File: src/rtl/joy_pkg.sv
// Shared definitions for the DB15 joystick transmitter.
//   - JOY_BITS_DEFAULT : default number of bits shifted per player
//   - joy_btn_e        : bit index of each button inside a player vector
//   - joy_tx_state_e   : transmitter frame states
package joy_pkg;

   localparam int unsigned JOY_BITS_DEFAULT = 12;

   // Bit positions inside a player vector, LSB first (R at bit 0, LS at bit 11).
   typedef enum logic [3:0] {
      BTN_R  = 4'd0,
      BTN_L  = 4'd1,
      BTN_DN = 4'd2,
      BTN_UP = 4'd3,
      BTN_A  = 4'd4,
      BTN_B  = 4'd5,
      BTN_C  = 4'd6,
      BTN_D  = 4'd7,
      BTN_E  = 4'd8,
      BTN_F  = 4'd9,
      BTN_S  = 4'd10,
      BTN_LS = 4'd11
   } joy_btn_e;

   typedef enum logic [1:0] {
      ST_IDLE,
      ST_LOAD,
      ST_SHIFT,
      ST_DONE
   } joy_tx_state_e;

endpackage

File: src/rtl/joy_db15_tx_if.sv
// DB15 host-side lines plus transmitter status.
//   joy_clk_in   : host shift clock (host -> transmitter)
//   joy_load_in  : host latch, active low (host -> transmitter)
//   joy_data_out : serial data, active low (transmitter -> host)
//   busy         : frame latched and not fully shifted
//   frame_done   : one-clk pulse after the last bit
//   overrun      : sticky, shift edge after the frame was exhausted
// Modports: master = host side, slave = transmitter side.
interface joy_db15_tx_if;

   logic joy_clk_in;
   logic joy_load_in;
   logic joy_data_out;
   logic busy;
   logic frame_done;
   logic overrun;

   modport master (
      output joy_clk_in,
      output joy_load_in,
      input  joy_data_out,
      input  busy,
      input  frame_done,
      input  overrun
   );

   modport slave (
      input  joy_clk_in,
      input  joy_load_in,
      output joy_data_out,
      output busy,
      output frame_done,
      output overrun
   );

endinterface

File: src/rtl/joy_in_cond.sv
// Input conditioning for one asynchronous, idle-high host line:
// synchronizer, optional glitch filter and edge detector.
// Optional feature: define JOY_DB15_TX_GLITCH_FILTER_EN to accept a new
// level only after FILT_CYCLES consecutive identical synchronized samples.
//   clk     : system clock
//   reset_n : asynchronous active-low reset
//   line_i  : raw asynchronous line
//   level_o : conditioned level
//   rise_o  : one-clk pulse on conditioned rising edge
//   fall_o  : one-clk pulse on conditioned falling edge
module joy_in_cond #(
   parameter int unsigned SYNC_STAGES = 2,
   parameter int unsigned FILT_CYCLES = 4
) (
   input  logic clk,
   input  logic reset_n,
   input  logic line_i,
   output logic level_o,
   output logic rise_o,
   output logic fall_o
);

   if (SYNC_STAGES < 2) begin : g_bad_sync
      $error("joy_in_cond: SYNC_STAGES must be at least 2");
   end
   if (FILT_CYCLES < 1) begin : g_bad_filt
      $error("joy_in_cond: FILT_CYCLES must be at least 1");
   end

   logic [SYNC_STAGES-1:0] sync_q;
   logic                   sync_lvl;
   logic                   prev_q;

   // Lines idle high, so the chain resets to ones: no false edge after reset.
   always_ff @(posedge clk or negedge reset_n) begin
      if (!reset_n) begin
         sync_q <= '1;
      end else begin
         sync_q <= {sync_q[SYNC_STAGES-2:0], line_i};
      end
   end

   assign sync_lvl = sync_q[SYNC_STAGES-1];

`ifdef JOY_DB15_TX_GLITCH_FILTER_EN
   localparam int unsigned FCW = $clog2(FILT_CYCLES + 1);

   logic           filt_q;
   logic [FCW-1:0] fcnt_q;

   // Count consecutive samples that differ from the accepted level; any
   // agreeing sample restarts the count, so short pulses never get through.
   always_ff @(posedge clk or negedge reset_n) begin
      if (!reset_n) begin
         filt_q <= 1'b1;
         fcnt_q <= '0;
      end else if (sync_lvl == filt_q) begin
         fcnt_q <= '0;
      end else if (fcnt_q == FCW'(FILT_CYCLES - 1)) begin
         filt_q <= sync_lvl;
         fcnt_q <= '0;
      end else begin
         fcnt_q <= fcnt_q + FCW'(1);
      end
   end

   assign level_o = filt_q;
`else
   assign level_o = sync_lvl;
`endif

   always_ff @(posedge clk or negedge reset_n) begin
      if (!reset_n) begin
         prev_q <= 1'b1;
      end else begin
         prev_q <= level_o;
      end
   end

   assign rise_o =  level_o & ~prev_q;
   assign fall_o = ~level_o &  prev_q;

endmodule

File: src/rtl/joy_db15_tx.sv
// DB15 serial joystick responder: emulates the adapter's parallel-in /
// serial-out chain. The host latches with joy_load_in (low) and shifts with
// joy_clk_in rising edges; button state comes back active low.
// Optional feature: JOY_DB15_TX_GLITCH_FILTER_EN enables the line filter
// inside joy_in_cond (adds FILT_CYCLES of latency).
//   clk     : system clock
//   reset_n : asynchronous active-low reset
//   joy1    : player 1 buttons, 1 = pressed (bit 0 = R ... bit 11 = LS)
//   joy2    : player 2 buttons, same order
//   bus     : host lines and status (joy_db15_tx_if.slave)
module joy_db15_tx
   import joy_pkg::*;
#(
   parameter int unsigned BITS_PER_PLAYER = JOY_BITS_DEFAULT,
   parameter int unsigned SYNC_STAGES     = 2,
   parameter int unsigned FILT_CYCLES     = 4
) (
   input  logic                       clk,
   input  logic                       reset_n,
   input  logic [BITS_PER_PLAYER-1:0] joy1,
   input  logic [BITS_PER_PLAYER-1:0] joy2,
   joy_db15_tx_if.slave               bus
);

   localparam int unsigned FRAME_LEN = 2 * BITS_PER_PLAYER;
   localparam int unsigned CNT_W     = $clog2(FRAME_LEN + 1);

   logic load_lvl, load_rise;
   logic clk_rise;
   // Conditioner outputs this block has no use for.
   logic load_fall_unused, clk_lvl_unused, clk_fall_unused;

   joy_tx_state_e          state_q, state_d;
   logic [FRAME_LEN-1:0]   shreg_q, shreg_d;
   logic [CNT_W-1:0]       cnt_q,   cnt_d;
   logic                   data_q,  data_d;
   logic                   done_q,  done_d;
   logic                   ovr_q,   ovr_d;

   joy_in_cond #(
      .SYNC_STAGES (SYNC_STAGES),
      .FILT_CYCLES (FILT_CYCLES)
   ) u_cond_clk (
      .clk     (clk),
      .reset_n (reset_n),
      .line_i  (bus.joy_clk_in),
      .level_o (clk_lvl_unused),
      .rise_o  (clk_rise),
      .fall_o  (clk_fall_unused)
   );

   joy_in_cond #(
      .SYNC_STAGES (SYNC_STAGES),
      .FILT_CYCLES (FILT_CYCLES)
   ) u_cond_load (
      .clk     (clk),
      .reset_n (reset_n),
      .line_i  (bus.joy_load_in),
      .level_o (load_lvl),
      .rise_o  (load_rise),
      .fall_o  (load_fall_unused)
   );

   always_ff @(posedge clk or negedge reset_n) begin
      if (!reset_n) begin
         state_q <= ST_IDLE;
         shreg_q <= '1;
         cnt_q   <= '0;
         data_q  <= 1'b1;
         done_q  <= 1'b0;
         ovr_q   <= 1'b0;
      end else begin
         state_q <= state_d;
         shreg_q <= shreg_d;
         cnt_q   <= cnt_d;
         data_q  <= data_d;
         done_q  <= done_d;
         ovr_q   <= ovr_d;
      end
   end

   always_comb begin
      state_d = state_q;
      shreg_d = shreg_q;
      cnt_d   = cnt_q;
      data_d  = data_q;
      done_d  = 1'b0;
      ovr_d   = ovr_q;

      // Load low wins over everything, including a coincident shift edge.
      if (!load_lvl) begin
         state_d = ST_LOAD;
         shreg_d = ~{joy2, joy1};
         cnt_d   = '0;
         data_d  = ~joy1[0];
      end else begin
         unique case (state_q)
            ST_IDLE: begin
               data_d = 1'b1;
            end
            ST_LOAD: begin
               if (load_rise) begin
                  state_d = ST_SHIFT;
               end
            end
            ST_SHIFT: begin
               if (clk_rise) begin
                  shreg_d = {1'b1, shreg_q[FRAME_LEN-1:1]};
                  cnt_d   = cnt_q + CNT_W'(1);
                  if (cnt_q == CNT_W'(FRAME_LEN - 1)) begin
                     state_d = ST_DONE;
                     done_d  = 1'b1;
                     data_d  = 1'b1;
                  end else begin
                     data_d  = shreg_q[1];
                  end
               end
            end
            ST_DONE: begin
               data_d = 1'b1;
               if (clk_rise) begin
                  ovr_d = 1'b1;
               end
            end
            default: begin
               state_d = ST_IDLE;
            end
         endcase
      end
   end

   assign bus.joy_data_out = data_q;
   assign bus.busy         = (state_q == ST_SHIFT);
   assign bus.frame_done   = done_q;
   assign bus.overrun      = ovr_q;

endmodule

File: src/flat_wrapper.sv
// flat-port wrapper written by rule: the top's interface ports become plain ports
module joy_db15_tx_flat import joy_pkg::*;
#(
   parameter int unsigned BITS_PER_PLAYER = JOY_BITS_DEFAULT,
   parameter int unsigned SYNC_STAGES     = 2,
   parameter int unsigned FILT_CYCLES     = 4
)
  (clk, reset_n, joy1, joy2, bus_joy_clk_in, bus_joy_load_in, bus_joy_data_out, bus_busy, bus_frame_done, bus_overrun);
  joy_db15_tx_if bus_i ();
  input  logic clk;
  input  logic reset_n;
  input  logic [BITS_PER_PLAYER-1:0] joy1;
  input  logic [BITS_PER_PLAYER-1:0] joy2;
  input wire logic [$bits(bus_i.joy_clk_in)-1:0] bus_joy_clk_in;
  input wire logic [$bits(bus_i.joy_load_in)-1:0] bus_joy_load_in;
  output wire logic [$bits(bus_i.joy_data_out)-1:0] bus_joy_data_out;
  output wire logic [$bits(bus_i.busy)-1:0] bus_busy;
  output wire logic [$bits(bus_i.frame_done)-1:0] bus_frame_done;
  output wire logic [$bits(bus_i.overrun)-1:0] bus_overrun;
  assign bus_i.joy_clk_in = bus_joy_clk_in;
  assign bus_i.joy_load_in = bus_joy_load_in;
  assign bus_joy_data_out = bus_i.joy_data_out;
  assign bus_busy = bus_i.busy;
  assign bus_frame_done = bus_i.frame_done;
  assign bus_overrun = bus_i.overrun;
  joy_db15_tx #(.BITS_PER_PLAYER(BITS_PER_PLAYER), .SYNC_STAGES(SYNC_STAGES), .FILT_CYCLES(FILT_CYCLES)) u_core (.clk(clk), .reset_n(reset_n), .joy1(joy1), .joy2(joy2), .bus(bus_i));
endmodule
File: config.mk
export PLATFORM = sky130hd
export DESIGN_NAME = joy_db15_tx_flat
export DESIGN_NICKNAME = d
export VERILOG_FILES = /design/src/rtl/joy_pkg.sv /design/src/rtl/joy_db15_tx_if.sv /design/src/rtl/joy_in_cond.sv /design/src/rtl/joy_db15_tx.sv /design/src/flat_wrapper.sv
export SDC_FILE = /design/constraint.sdc
export NUM_CORES = 1
export LEC_CHECK = 0
export BUFFER_PORTS_ARGS = -buffer_cell sky130_fd_sc_hd__buf_4
export CORE_ASPECT_RATIO = 1.5
export CORE_MARGIN = 4
export CORE_UTILIZATION = 49
export CTS_CLUSTER_DIAMETER = 60
export DETAILED_ROUTE_END_ITERATION = 8
export PLACE_DENSITY = 0.74
export REMOVE_ABC_BUFFERS = 1
export SLEW_MARGIN = 10
export SYNTH_ARGS = -nofsm -noshare
export SYNTH_HDL_FRONTEND = slang
export SYNTH_HIERARCHICAL = 1
export SYNTH_SLANG_ARGS = --single-unit
File: constraint.sdc
create_clock -name clk -period 1.45 [get_ports clk]
set_input_delay 0.29 -clock clk [delete_from_list [all_inputs] [get_ports clk]]
set_output_delay 0.29 -clock clk [all_outputs]
set_load 0.01 [all_outputs]
=== Yosys cells after proc, flatten, opt, wreduce, memory -nomap -nowiden ===
Cells that the tools add are included.

* Reductions and logical operators: 6
* Muxes and demuxes: 19
* Eq/ne operators: 11
* Add/subtract/negate cells: 1
* Bitwise gates (word level): 6

{| class="wikitable"
|+ Operators with widths
! operator !! count
|-
| two-way mux 24 bit || 3
|-
| NOT 24 bit || 1
|-
| two-way mux 5 bit || 3
|-
| != test 3 x 2 -> 1 bit, second input constant || 4
|-
| two-way mux 2 bit || 4
|-
| two-way mux 1 bit || 7
|-
| adder 5 x 1 -> 5 bit, second input constant || 1
|-
| == test 5 bit, second input constant || 1
|-
| == test 2 bit, second input constant || 2
|-
| case mux 2 bit (2 select lines) || 1
|-
| AND reduction 2 bit || 2
|-
| AND reduction 4 bit || 1
|-
| != test 3 bit, second input constant || 1
|-
| NOT 1 bit || 3
|-
| AND reduction 3 bit || 1
|-
| AND 1 bit || 2
|-
| == test 2 x 1 -> 1 bit, second input constant || 1
|-
| zero test 2 bit || 1
|-
| != test 2 x 1 -> 1 bit, second input constant || 1
|-
| != test 2 bit, second input constant || 1
|-
| case mux 1 bit (2 select lines) || 1
|-
| OR reduction 2 bit || 1
|}

* Output and inout port bits: 4
* Word-level logic and storage cells: 53
* Input bits: 28
* Register bits after elaboration: 40

=== Longest topological paths before layout ===
Gate-level depths: netlist (run 1).

* Depth in word-level cells: 5
* Depth in mapped cells: 7
* Mapped depth without buffers: 5

=== Cells and area by module ===
The synthesis (run 1) kept the hierarchy.

{| class="wikitable"
|+ Modules (own cells, without submodules)
! module !! times used !! cells each !! seq. area each (µm²) !! area an instance (µm²)
|-
| joy_db15_tx || 1 || 162 || 855.8 || 1,667.8
|-
| joy_in_cond || 2 || 5 || 78.8 || 93.8
|}

=== Worst setup path after synthesis (run 1) ===
Ideal clock, no wire load.

* Path type: flip-flop to flip-flop
* From: register u_core.state_q[0]
* To: register u_core.cnt_q[3]
* Arrival time: 1.427 ns
* Library setup time: 0.078 ns
* Required time: 1.372 ns
* Setup slack: -0.056 ns
* Path buffers: 1
* Cell stages (with the launch flop): 7
* Clock period less this slack: 1.506 ns
* Cell sequence: dfrtp_1 inv_1 ha_1 buf_2 nand2_4 or3_1 a21oi_1

* Longest elaborated chain between the ends: 3

{| class="wikitable"
|+ RTL lines
! item !! RTL line !! source
|-
| start, declared || joy_db15_tx.sv:33 || <nowiki>joy_tx_state_e state_q, state_d;</nowiki>
|-
| start signal, assigned || joy_db15_tx.sv:73 || <nowiki>state_q <= state_d;</nowiki>
|-
| == test 2 bit || - ||
|-
| named net bus_busy || flat_wrapper.sv:17 || <nowiki>output wire logic [$bits(bus_i.busy)-1:0] bus_busy;</nowiki>
|-
| != test 2 bit (no source line) || - ||
|-
| AND reduction 2 bit (no source line) || - ||
|-
| end signal, assigned || joy_db15_tx.sv:75 || <nowiki>cnt_q <= cnt_d;</nowiki>
|-
| end, declared || joy_db15_tx.sv:35 || <nowiki>logic [CNT_W-1:0] cnt_q, cnt_d;</nowiki>
|}

The timed path passes the listed nets, and every way through them passes these cells.
A chain may end at the register's enable or synchronous reset.

=== Worst setup path in the final report (run 1) ===
* From: register u_core.u_cond_clk.sync_q[1]
* To: register u_core.cnt_q[4]

* Longest elaborated chain between the ends: 3

{| class="wikitable"
|+ RTL lines
! item !! RTL line !! source
|-
| start, declared || joy_in_cond.sv:30 || <nowiki>logic [SYNC_STAGES-1:0] sync_q;</nowiki>
|-
| start signal, assigned || joy_in_cond.sv:39 || <nowiki>sync_q <= {sync_q[SYNC_STAGES-2:0], line_i};</nowiki>
|-
| AND 1 bit || joy_in_cond.sv:80 || <nowiki>assign rise_o = level_o & ~prev_q;</nowiki>
|-
| named net u_core.clk_rise || joy_db15_tx.sv:29 || <nowiki>logic clk_rise;</nowiki>
|-
| != test 2 x 1 -> 1 bit (no source line) || - ||
|-
| AND reduction 2 bit (no source line) || - ||
|}

The timed path passes the listed nets, and every way through them passes these cells.

==> flow_summary.rst, run 1 <==
.. list-table::
   :header-rows: 1

   * - Metric
     - Value
   * - Power Density
     - 1010 nW/um^2
   * - Global-route total usage across every layer
     - about a fifth
   * - Die area
     - 4820 sq um
   * - Final total power
     - between 0.002 and 0.003 W
   * - Total via count after detailed routing
     - 1524
   * - Number of top-level pins
     - 32
   * - TritonCTS Buffers
     - 5
   * - Critical path launch point
     - u_core/u_cond_clk/sync_q[1]
   * - WS Path Type
     - reg2reg
   * - Final core utilization
     - 68.6%
   * - Estimated wirelength of the detail-placed design
     - ~2800 microns
   * - Pins Over Slew Limit
     - 0
   * - Number of cells on the worst hold path
     - 1
   * - Result of the run
     - finished, violations left
   * - Met1 capacity usage during global routing
     - 21.3%
   * - Number of H-tree levels
     - 2
   * - Hold WC Path Type
     - in2reg
   * - Number of nets still failing antenna checks after routing
     - 0
   * - Largest net degree at the start of global routing
     - 40
   * - Wirelength, routed
     - 4420 microns
   * - Wire length per cell after detailed routing
     - 17.3 microns
   * - Count of endpoints failing hold in the final timing report
     - 0
   * - Worst slew margin relative to its limit
     - between 60 and 70%
   * - RePlAce Congestion
     - 0.845
   * - Static leakage
     - approximately 1.1 nW
   * - Type of destination of the critical path
     - flop
   * - DRC violation count after routing
     - 0
   * - Worst EP arrival
     - 1690 ps
   * - Root Buffer Master
     - sky130_fd_sc_hd__clkbuf_8
   * - Cell total after placement
     - 243
   * - Via count of the first global-routing pass
     - 1603
   * - Mean cell area of the mapped netlist
     - 10.8 sq um
   * - Met3 usage
     - 5.44%
   * - Critical path cell sequence
     - nor2b_4 -> buf_6 -> nand3_2 -> or3_4 -> a21oi_2
   * - Length of the first detailed-routing pass in iterations
     - 5
   * - Violated checks
     - setup timing
   * - Count of placed standard cells in the final layout, fillers left out
     - 255
   * - Sum of overflow across all layers after global routing
     - 0
   * - Gate count of the mapped netlist
     - 170
   * - Number of gates on the worst path with buffers counted
     - 5
   * - Family with the most delay on the worst path
     - simple AND/OR/NAND/NOR gates
   * - Clk pin slew, worst setup/hold paths
     - roughly 60 ps
   * - Clock skew
     - roughly 7.5 ps
   * - Share of power burned in combinational logic
     - a little over a fifth
   * - Initial antenna violation count
     - 0
   * - Site row count
     - 27
   * - Per-cell via count in the routed design
     - 5.98
   * - TritonCTS clock tree
     - built
   * - VDD IR-drop max
     - 0.900 mV
   * - Time the worst path needs with I/O delays and setup
     - between 1000 and 1500 ps
   * - Filler instances
     - between 200 and 300
   * - Switching power share of the total
     - 26.4%
   * - Total Neg Setup Slack
     - -33.3 ps
   * - Post-route setup slack
     - -33.3 ps
   * - Number of clock sinks
     - 39
   * - Clock latency of the later-clocked register in the worst-skew pair
     - just under 300 ps
   * - Net total in the final layout
     - 245
   * - CTS max path bufs
     - 2
   * - Die Y
     - 83.0 microns
   * - Worst Path Buf+Inv
     - 1
   * - Total of warnings raised by yosys
     - 6
   * - Setup repair after global routing missed its margin
     - true
   * - Number of port buffers
     - 31
   * - Clock share of power
     - a little over a quarter
   * - Cell with the biggest individual delay on the critical path
     - sky130_fd_sc_hd__dfstp_2
   * - Crit-path max cell delay
     - 530 ps
   * - Syn Std Cell Area
     - about 1800 sq um
   * - Actual transition at the worst max-transition pin
     - between 400 and 500 ps
   * - Total of endpoints with negative setup slack in the final report
     - 1
   * - Proportion of layout cells with a drive suffix above 1
     - a little over half
   * - CP Max Fanout
     - 5
   * - Min-delay src
     - bus_joy_clk_in
   * - Global-route wire length before repair
     - between 7000 and 8000 microns
   * - CP Launch Type
     - flop
   * - Detailed Route Iter0 Violations
     - 55
   * - Sw Pwr
     - 0.000666 W
   * - Core outline area
     - 3650 sq um
   * - Antenna Cells
     - 0
   * - Horizontal die dimension
     - 58.0 microns
   * - Highest attainable clock frequency
     - 674 MHz
   * - RR Startpoint
     - u_core/u_cond_clk/sync_q[1]
   * - Reg2Reg Depth
     - 5
   * - GRT Max-Usage Layer
     - met2
   * - Met2 GRT Util
     - 33.0%
   * - Fraction of the cycle the final worst path needs
     - 102%
   * - Setup slack at placement
     - -80.9 ps
   * - CP required
     - between 1500 and 2000 ps
   * - Area growth from synthesis to final layout
     - 36.2%
   * - Reg power frac
     - 52.4%
   * - Internal power
     - 0.00186 W
   * - Max-cap viol count
     - 0
   * - Starting density of the core
     - between 50% and 60%
## stage by stage
stage | hold WS [ps] | area, sq um
2_1_floorplan | -5.59 | 1770
4_1_cts | 97.4 | 2340
5_1_grt | 87.1 | 2500
6_report | 110 | 2500
3_3_place_gp | 274 | 2190
3_5_place_dp | 288 | 2190
## power groups by stage
stage	clock network, W	logic, W	registers [W]
floorplan	0	0.000214	0.00132
global placement	0	0.000435	0.00132
detailed placement	0	0.000460	0.00132
CTS	0.000706	0.000486	0.00131
global route	0.000765	0.000573	0.00133
finish	0.000676	0.000525	0.00132
## layer usage
| metal | wire length (microns) | vias up |
|---|---|---|
| li1 | - | 708 |
| met2 | 2490 | 36 |
| met1 | 1730 | 774 |
| met3 | 153 | 6 |
| met5 | 0 | - |
| met4 | 44 | 0 |
## placed cells by master, fill, tap and decap left out, drive strengths merged, types with 2 or more instances in the layout
| cell | n |
|---|---|
| buf | 47 |
| dfstp | 30 |
| a21oi | 25 |
| and3 | 21 |
| a211oi | 21 |
| dfrtp | 9 |
| clkbuf | 8 |
| nand3 | 6 |
| nor2 | 5 |
| ha | 5 |
| inv | 5 |
| nand2 | 4 |
| nor2b | 3 |
| mux2i | 2 |
| nand2b | 2 |
| o221ai | 2 |
| xor2 | 2 |
| o21ai | 2 |
| or3 | 2 |
## timing repair
item | CTS | global route
resized for setup | 13 | 24
cloned | 0 | 1
hold endpoints to repair | 9 | 0
hold buffers | 1 | 0
endpoints found under the setup margin | 16 | 23
setup buffers | 1 | 2
pin swaps | 0 | 13
## registers in the layout (all words and copies together) (netlist names)
signal / count
u_core/state_q: 2
u_core/u_cond_load/sync_q: 2
u_core/bus.frame_done: 1
u_core/shreg_q: 23
u_core/u_cond_clk/sync_q: 2
u_core/cnt_q: 5
u_core/bus.joy_data_out: 1
u_core/u_cond_clk/prev_q: 1
u_core/bus.overrun: 1
u_core/u_cond_load/prev_q: 1
## cell type report
class / count / area (sq um) / area share, %
timing repair buffer: 49 / 444 / 17.7
multi-input combinational: 112 / 897 / 35.8
sequential: 39 / 1010 / 40.5
tap: 43 / 53.8 / 2.15
clock buffer: 7 / 76.3 / 3.05
inverter: 5 / 18.8 / 0.750
## final timing paths
kind / slack [ps] / to
min in group asynchronous: 500 / u_core/bus.overrun
worst min register to register: 360 / u_core/u_cond_load/sync_q[1]
worst max-delay path: -30 / u_core/cnt_q[4]
worst max register to register: -30 / u_core/cnt_q[4]
max in group asynchronous: 580 / u_core/shreg_q[17]
worst min-delay path: 110 / u_core/u_cond_clk/sync_q[0]
Note: power is estimated with default switching activity, not from simulation.
==> inputs of run 2 (changes only) <==
- clock period: 1.45 -> 1.2 ns (I/O delays scaled with it)
==> run 2 against run 1 <==
Against the previous run: the run still ends with setup timing left; largest power group unchanged; global-route usage shrank 0.31 points; critical path type unchanged; register-to-register slack lost 200 ps; hold slack lost 47 ps; combinational power grew 42%; first-iteration DRC count shrank 16%; clock power grew 39%.
==> flow_summary.rst, run 2 (synthesized netlist as in run 1, its figures left out) <==
.. list-table::
   :header-rows: 1

   * - Metric
     - Value
   * - Count of placed standard cells in the final layout, fillers left out
     - 267 (+4.7%)
   * - Die area
     - 4820 sq um (unchanged)
   * - Hold WC Path Type
     - in2reg
   * - Root Buffer Master
     - sky130_fd_sc_hd__clkbuf_8
   * - Site row count
     - 27 (unchanged)
   * - Crit-path max cell delay
     - 530 ps (about the same)
   * - Most common cell after layout, fill and taps aside
     - sky130_fd_sc_hd__buf_4
   * - Worst EP arrival
     - 1640 ps (-50 ps)
   * - CP Max Fanout
     - 8 (+3)
   * - WS Path Type
     - reg2reg
   * - Critical path launch point
     - u_core/u_cond_clk/sync_q[1]
   * - TritonCTS clock tree
     - built
   * - Filler instances
     - 251 (-7.4%)
   * - Starting density of the core
     - 50.4% (unchanged)
   * - Horizontal die dimension
     - 58.0 microns (unchanged)
   * - Type of destination of the critical path
     - flop
   * - Number of port buffers
     - 31 (unchanged)
   * - RR Startpoint
     - u_core/u_cond_clk/sync_q[1]
   * - Total via count after detailed routing
     - 1535 (+0.72%)
   * - Number of H-tree levels
     - 2 (unchanged)
   * - Initial antenna violation count
     - 0 (unchanged)
   * - Post-route setup slack
     - -230 ps (-196 ps)
   * - Global-route wire length before repair
     - 7070 microns (-0.59%)
   * - Final design area excluding fillers
     - 2670 sq um (+6.7%)
   * - Detailed Route Iter0 Violations
     - 46 (-16%)
   * - Antenna Cells
     - 0 (unchanged)
   * - Wirelength, routed
     - 4240 microns (-4.2%)
   * - Result of the run
     - finished, violations left
   * - DRC violation count after routing
     - 0 (unchanged)
   * - Met3 usage
     - 3.42% (-2.0 points)
   * - Proportion of layout cells with a drive suffix above 1
     - 62.5% (+8.7 points)
   * - Time the worst path needs with I/O delays and setup
     - 1430 ps (-53.5 ps)
   * - Actual transition at the worst max-transition pin
     - 470 ps (-13.2 ps)
   * - Number of nets still failing antenna checks after routing
     - 0 (unchanged)
   * - CTS max path bufs
     - 2 (unchanged)
   * - Final core utilization
     - 73.2% (+4.6 points)
   * - Final total power
     - 0.00328 W (+30%)
   * - Static leakage
     - 1.18 nW (+6.6%)
   * - Number of clock sinks
     - 39 (unchanged)
   * - Worst Path Buf+Inv
     - 1 (unchanged)
   * - Cell total after placement
     - 250 (+2.9%)
   * - Worst slew margin relative to its limit
     - 68.7% (+0.88 points)
   * - Violated checks
     - setup timing
   * - Most frequent cells in the layout
     - sky130_fd_sc_hd__buf_4 (46), sky130_fd_sc_hd__dfstp_2 (30), sky130_fd_sc_hd__a21oi_1 (23)
   * - Power Density
     - 1230 nW/um^2 (+22%)
   * - Met2 GRT Util
     - 33.0% (unchanged)
   * - Setup repair after global routing missed its margin
     - true
   * - Core outline area
     - 3650 sq um (unchanged)
   * - Per-cell via count in the routed design
     - 5.75 (-3.8%)
   * - Min-delay src
     - bus_joy_clk_in
   * - Largest net degree at the start of global routing
     - 41 (+2.5%)
   * - Max-cap viol count
     - 0 (unchanged)
   * - Net total in the final layout
     - 256 (+4.5%)
   * - Met1 capacity usage during global routing
     - 21.0% (-0.31 points)
   * - Pins Over Slew Limit
     - 0 (unchanged)
   * - Highest attainable clock frequency
     - 699 MHz (+3.7%)
   * - Length of the first detailed-routing pass in iterations
     - 4 (-1)
   * - Family with the most delay on the worst path
     - simple AND/OR/NAND/NOR gates
   * - Number of top-level pins
     - 32 (unchanged)
   * - Footprint of the multi-input gates
     - 941 sq um (+4.9%)
   * - Critical path cell sequence
     - nor2b_4 -> buf_6 -> nand3_2 -> or3_1 -> a21oi_2
   * - Wire length per cell after detailed routing
     - 15.9 microns (-8.5%)
   * - Flip-flop count of the largest register, all copies and words added
     - 23 (unchanged)
   * - Sum of overflow across all layers after global routing
     - 0 (unchanged)
   * - Top reg by flops
     - u_core/shreg_q
   * - CP required
     - 1410 ps (-250 ps)
   * - Area growth from synthesis to final layout
     - 45.3%
   * - Sequential cell area
     - 1010 sq um (unchanged)
   * - Cell with the biggest individual delay on the critical path
     - sky130_fd_sc_hd__dfstp_2
   * - Estimated wirelength of the detail-placed design
     - 2750 microns (-0.28%)
   * - Clock skew
     - 3.84 ps (-3.65 ps)
   * - Clk pin slew, worst setup/hold paths
     - 70 ps (about the same)
   * - TritonCTS Buffers
     - 5 (unchanged)
   * - Count of endpoints failing hold in the final timing report
     - 0 (unchanged)
   * - Die Y
     - 83.0 microns (unchanged)
   * - GRT Max-Usage Layer
     - met2
   * - Total of endpoints with negative setup slack in the final report
     - 34 (+33)
   * - Fraction of the cycle the final worst path needs
     - 119% (+17 points)
   * - Global-route total usage across every layer
     - 18.7% (-0.31 points)
   * - Placed Area
     - 2250 sq um (+2.4%)
   * - Registers with the most flip-flops
     - u_core/shreg_q x23, u_core/cnt_q x5
   * - VDD IR-drop max
     - 1.03 mV (+15%)
   * - RePlAce Congestion
     - 0.826 (-2.2%)
   * - Clock latency of the later-clocked register in the worst-skew pair
     - 280 ps (about the same)
   * - Via count of the first global-routing pass
     - 1615 (+0.75%)
   * - CP Launch Type
     - flop
run 2: layer usage:
| metal | routed length [microns] | vias up | part of all wire, % |
|---|---|---|---|
| met5 | 0 | - | 0 |
| met4 | 106 | 0 | 2.5 |
| met3 | 151 | 13 | 3.6 |
| met2 | 2290 | 31 | 54 |
| met1 | 1690 | 762 | 40 |
| li1 | - | 729 | - |
run 2: cell type report:
cell class	count	area share, %
Sequential cell	39	37.9
Multi-Input combinational cell	112	35.2
Timing Repair Buffer	60	20.4
Clock buffer	8	3.75
Tap cell	43	2.01
Inverter	5	0.703
run 2: timing repair:
| action | in CTS | in global routing |
|---|---|---|
| setup buffers | 8 | 2 |
| setup endpoints to repair | 34 | 35 |
| pin swaps | 5 | 20 |
| hold buffers | 1 | 0 |
| gates resized for setup | 34 | 22 |
| endpoints found under the hold margin | 9 | 0 |
run 2: path summary, 6_finish.rpt:
check                                         endpoint  slack [ps]  depth (start not counted)
min                        u_core/u_cond_clk/sync_q[0]          60                          1
min in group asynchronous           u_core/bus.overrun         460                          2
max reg2reg                            u_core/cnt_q[4]        -230                          5
max in group asynchronous           u_core/shreg_q[16]         390                          2
max                                    u_core/cnt_q[4]        -230                          5
min reg2reg                u_core/u_cond_clk/sync_q[1]         360                          0
run 2: where the power goes:
| group | total, W | switching [W] | internal (W) |
|---|---|---|---|
| logic | 0.000743 | 0.000327 | 0.000416 |
| registers | 0.00160 | 0.0000842 | 0.00151 |
| clock network | 0.000940 | 0.000416 | 0.000524 |
run 2: through the flow:
stage | setup WS [ps] | setup TNS (ps) | hold slack [ps]
detailed placement | -330 | -8660 | 232
global placement | -289 | -7220 | 221
floorplan | -1090 | -28490 | -55.6
finish | -230 | -5560 | 63.0
global route | -282 | -7870 | 45.2
CTS | -209 | -5770 | 52.5
==> inputs of run 3 (changes only) <==
- CORE_UTILIZATION: 49 -> 46
- PLACE_DENSITY: 0.74 -> 0.7
- clock period: 1.2 -> 1.3 ns (I/O delays scaled with it)
==> run 3 against run 2 <==
Against the previous run: the run still ends with setup timing left; global-route usage shrank 0.60 points; power is 4.8% lower; worst setup slack better by 78 ps; sequential power is 8% lower; core utilization fell by 1.1 points; largest cell class unchanged.
==> flow_summary.rst, run 3 (synthesized netlist as in run 1, its figures left out) <==
.. list-table::
   :header-rows: 1

   * - Metric
     - Value
   * - Proportion of layout cells with a drive suffix above 1
     - 60.6% (-1.9 points)
   * - Fraction of the cycle the final worst path needs
     - 112% (-7.5 points)
   * - Most frequent cells in the layout
     - sky130_fd_sc_hd__buf_4 (39), sky130_fd_sc_hd__dfstp_2 (30), sky130_fd_sc_hd__a21oi_1 (24)
   * - Clock latency of the later-clocked register in the worst-skew pair
     - 290 ps (about the same)
   * - Worst slew margin relative to its limit
     - 67.4% (-1.3 points)
   * - Global-route total usage across every layer
     - 18.1% (-0.60 points)
   * - Starting density of the core
     - 49.0% (-1.4 points)
   * - Filler instances
     - 267 (+6.4%)
   * - Clock skew
     - 8.39 ps (+4.55 ps)
   * - Number of cells on the worst hold path
     - 1 (unchanged)
   * - Max-cap viol count
     - 0 (unchanged)
   * - Core outline area
     - 3750 sq um (+2.8%)
   * - Crit-path max cell delay
     - 540 ps (about the same)
   * - Cell with the biggest individual delay on the critical path
     - sky130_fd_sc_hd__dfstp_2
   * - Type of destination of the critical path
     - flop
   * - Die area
     - 5090 sq um (+5.7%)
   * - Via count of the first global-routing pass
     - 1568 (-2.9%)
   * - RePlAce Congestion
     - 0.916 (+11%)
   * - Power Density
     - 1150 nW/um^2 (-6.0%)
   * - Length of the first detailed-routing pass in iterations
     - 4 (unchanged)
   * - Worst Hold Path EP
     - u_core/u_cond_clk/sync_q[0]
   * - Total via count after detailed routing
     - 1522 (-0.85%)
   * - Per-cell via count in the routed design
     - 5.83 (+1.4%)
   * - Number of port buffers
     - 31 (unchanged)
   * - Highest attainable clock frequency
     - 689 MHz (-1.5%)
   * - Number of top-level pins
     - 32 (unchanged)
   * - Wirelength, routed
     - 4790 microns (+13%)
   * - Static leakage
     - 1.19 nW (+0.76%)
   * - DRC violation count after routing
     - 0 (unchanged)
   * - Wire length per cell after detailed routing
     - 18.4 microns (+16%)
   * - Time the worst path needs with I/O delays and setup
     - 1450 ps (+22.0 ps)
   * - CP required
     - 1520 ps (+110 ps)
   * - Site row count
     - 27 (unchanged)
   * - Setup repair after global routing missed its margin
     - true
   * - TritonCTS clock tree
     - built
   * - RR Startpoint
     - u_core/u_cond_clk/sync_q[1]
   * - Pins Over Slew Limit
     - 0 (unchanged)
   * - Capture point of the worst reg-to-reg path
     - u_core/cnt_q[4]
   * - Count of endpoints failing hold in the final timing report
     - 0 (unchanged)
   * - CTS max path bufs
     - 2 (unchanged)
   * - Actual transition at the worst max-transition pin
     - 490 ps (+19.6 ps)
   * - Hold WC Path Type
     - in2reg
   * - Global-route wire length before repair
     - 7070 microns (unchanged)
   * - Flip-flop count of the largest register, all copies and words added
     - 23 (unchanged)
   * - Estimated wirelength of the detail-placed design
     - 2630 microns (-4.2%)
   * - Area growth from synthesis to final layout
     - 47.2%
   * - Worst Path Buf+Inv
     - 1 (unchanged)
   * - Final core utilization
     - 72.1% (-1.1 points)
   * - Total of endpoints with negative setup slack in the final report
     - 29 (-15%)
   * - Critical path launch point
     - u_core/u_cond_clk/sync_q[1]
   * - Horizontal die dimension
     - 59.6 microns (+2.8%)
   * - Net total in the final layout
     - 250 (-2.3%)
   * - Number of H-tree levels
     - 2 (unchanged)
   * - CP Launch Type
     - flop
   * - Violated checks
     - setup timing
   * - Root Buffer Master
     - sky130_fd_sc_hd__clkbuf_8
   * - Setup slack of the worst register-to-register path
     - -150 ps (+80 ps)
   * - Number of clock sinks
     - 39 (unchanged)
   * - Family with the most delay on the worst path
     - simple AND/OR/NAND/NOR gates
   * - Die Y
     - 85.4 microns (+2.9%)
   * - Post-route setup slack
     - -152 ps (+78.0 ps)
   * - Worst EP arrival
     - 1670 ps (+30 ps)
   * - CP Max Fanout
     - 7 (-1)
   * - VDD IR-drop max
     - 0.942 mV (-8.7%)
   * - Registers with the most flip-flops
     - u_core/shreg_q x23, u_core/cnt_q x5
   * - Largest net degree at the start of global routing
     - 53 (+29%)
   * - Result of the run
     - finished, violations left
   * - Initial antenna violation count
     - 0 (unchanged)
   * - Most common cell after layout, fill and taps aside
     - sky130_fd_sc_hd__buf_4
   * - Setup slack at placement
     - -232 ps (+97.6 ps)
   * - Antenna Cells
     - 0 (unchanged)
   * - WS Path Type
     - reg2reg
   * - Critical path cell sequence
     - nor2b_4 -> buf_6 -> nand3_2 -> or3_4 -> a21oi_2
   * - Min-delay src
     - bus_joy_clk_in
   * - Clk pin slew, worst setup/hold paths
     - 80 ps (about the same)
   * - Top reg by flops
     - u_core/shreg_q
   * - Number of nets still failing antenna checks after routing
     - 0 (unchanged)
   * - Detailed Route Iter0 Violations
     - 49 (+6.5%)
   * - TritonCTS Buffers
     - 5 (unchanged)
   * - Sum of overflow across all layers after global routing
     - 0 (unchanged)
   * - Reg2Reg Depth
     - 5 (unchanged)
[run 3: cell count changes in the layout (fill, tap and decap cells not counted), sizes merged]
| cell | delta |
|---|---|
| buf | -10 |
| clkbuf | +2 |
| bufbuf | +1 |
| clkinv | +1 |
[run 3: metal layers]
metal | up-vias | global-route usage [%] | share of wire (%)
met5 | - | 0 | 0
met4 | 0 | 6.65 | 2.5
met3 | 10 | 5.02 | 3.5
met2 | 34 | 30.1 | 53
met1 | 763 | 21.7 | 41
li1 | 715 | - | -
[run 3: worst max-delay path by stage]
stage / endpoint / slack, ps / depth (start not counted)
3_5_place_dp: u_core/cnt_q[3] / -230 / 5
2_1_floorplan: u_core/cnt_q[3] / -990 / 4
3_3_place_gp: u_core/shreg_q[11] / -170 / 6
5_1_grt: u_core/cnt_q[4] / -220 / 5
4_1_cts: u_core/cnt_q[4] / -120 / 5
6_report: u_core/cnt_q[4] / -150 / 5
[run 3: report_power, final]
group | total (W) | switching [W] | internal [W]
logic | 0.000679 | 0.000301 | 0.000378
clock network | 0.000966 | 0.000423 | 0.000544
registers | 0.00148 | 0.0000810 | 0.00139
total | 0.00312 | 0.000805 | 0.00232
[run 3: cell type report]
type | count | area, sq um | area share (%)
well taps | 43 | 53.8 | 1.99
clock inverters | 1 | 5.00 | 0.185
clock buffers | 7 | 108 | 3.98
inverters | 5 | 18.8 | 0.694
multi-input cells | 112 | 948 | 35.1
repair buffers | 54 | 558 | 20.6
flip-flops and latches | 39 | 1010 | 37.5
[run 3: stage by stage]
stage	cell area, sq um	total power (W)	hold slack (ps)	TNS (ps)	instances
finish	2710	0.00312	70.5	-2740	261
global route	2710	0.00326	54.4	-4670	261
CTS	2520	0.00305	64.7	-2750	258
detailed placement	2220	0.00199	260	-5060	245
global placement	2220	0.00197	247	-4020	245
floorplan	1770	0.00171	-35.6	-25130	156
[run 3: repair_timing]
item | 4_1_cts | 5_1_grt
gates resized for setup | 28 | 21
hold buffers | 1 | 0
cloned | 1 | 3
setup endpoints to repair | 32 | 32
buffers inserted | 3 | 1
hold endpoints to repair | 9 | 0
pin swaps | 6 | 16
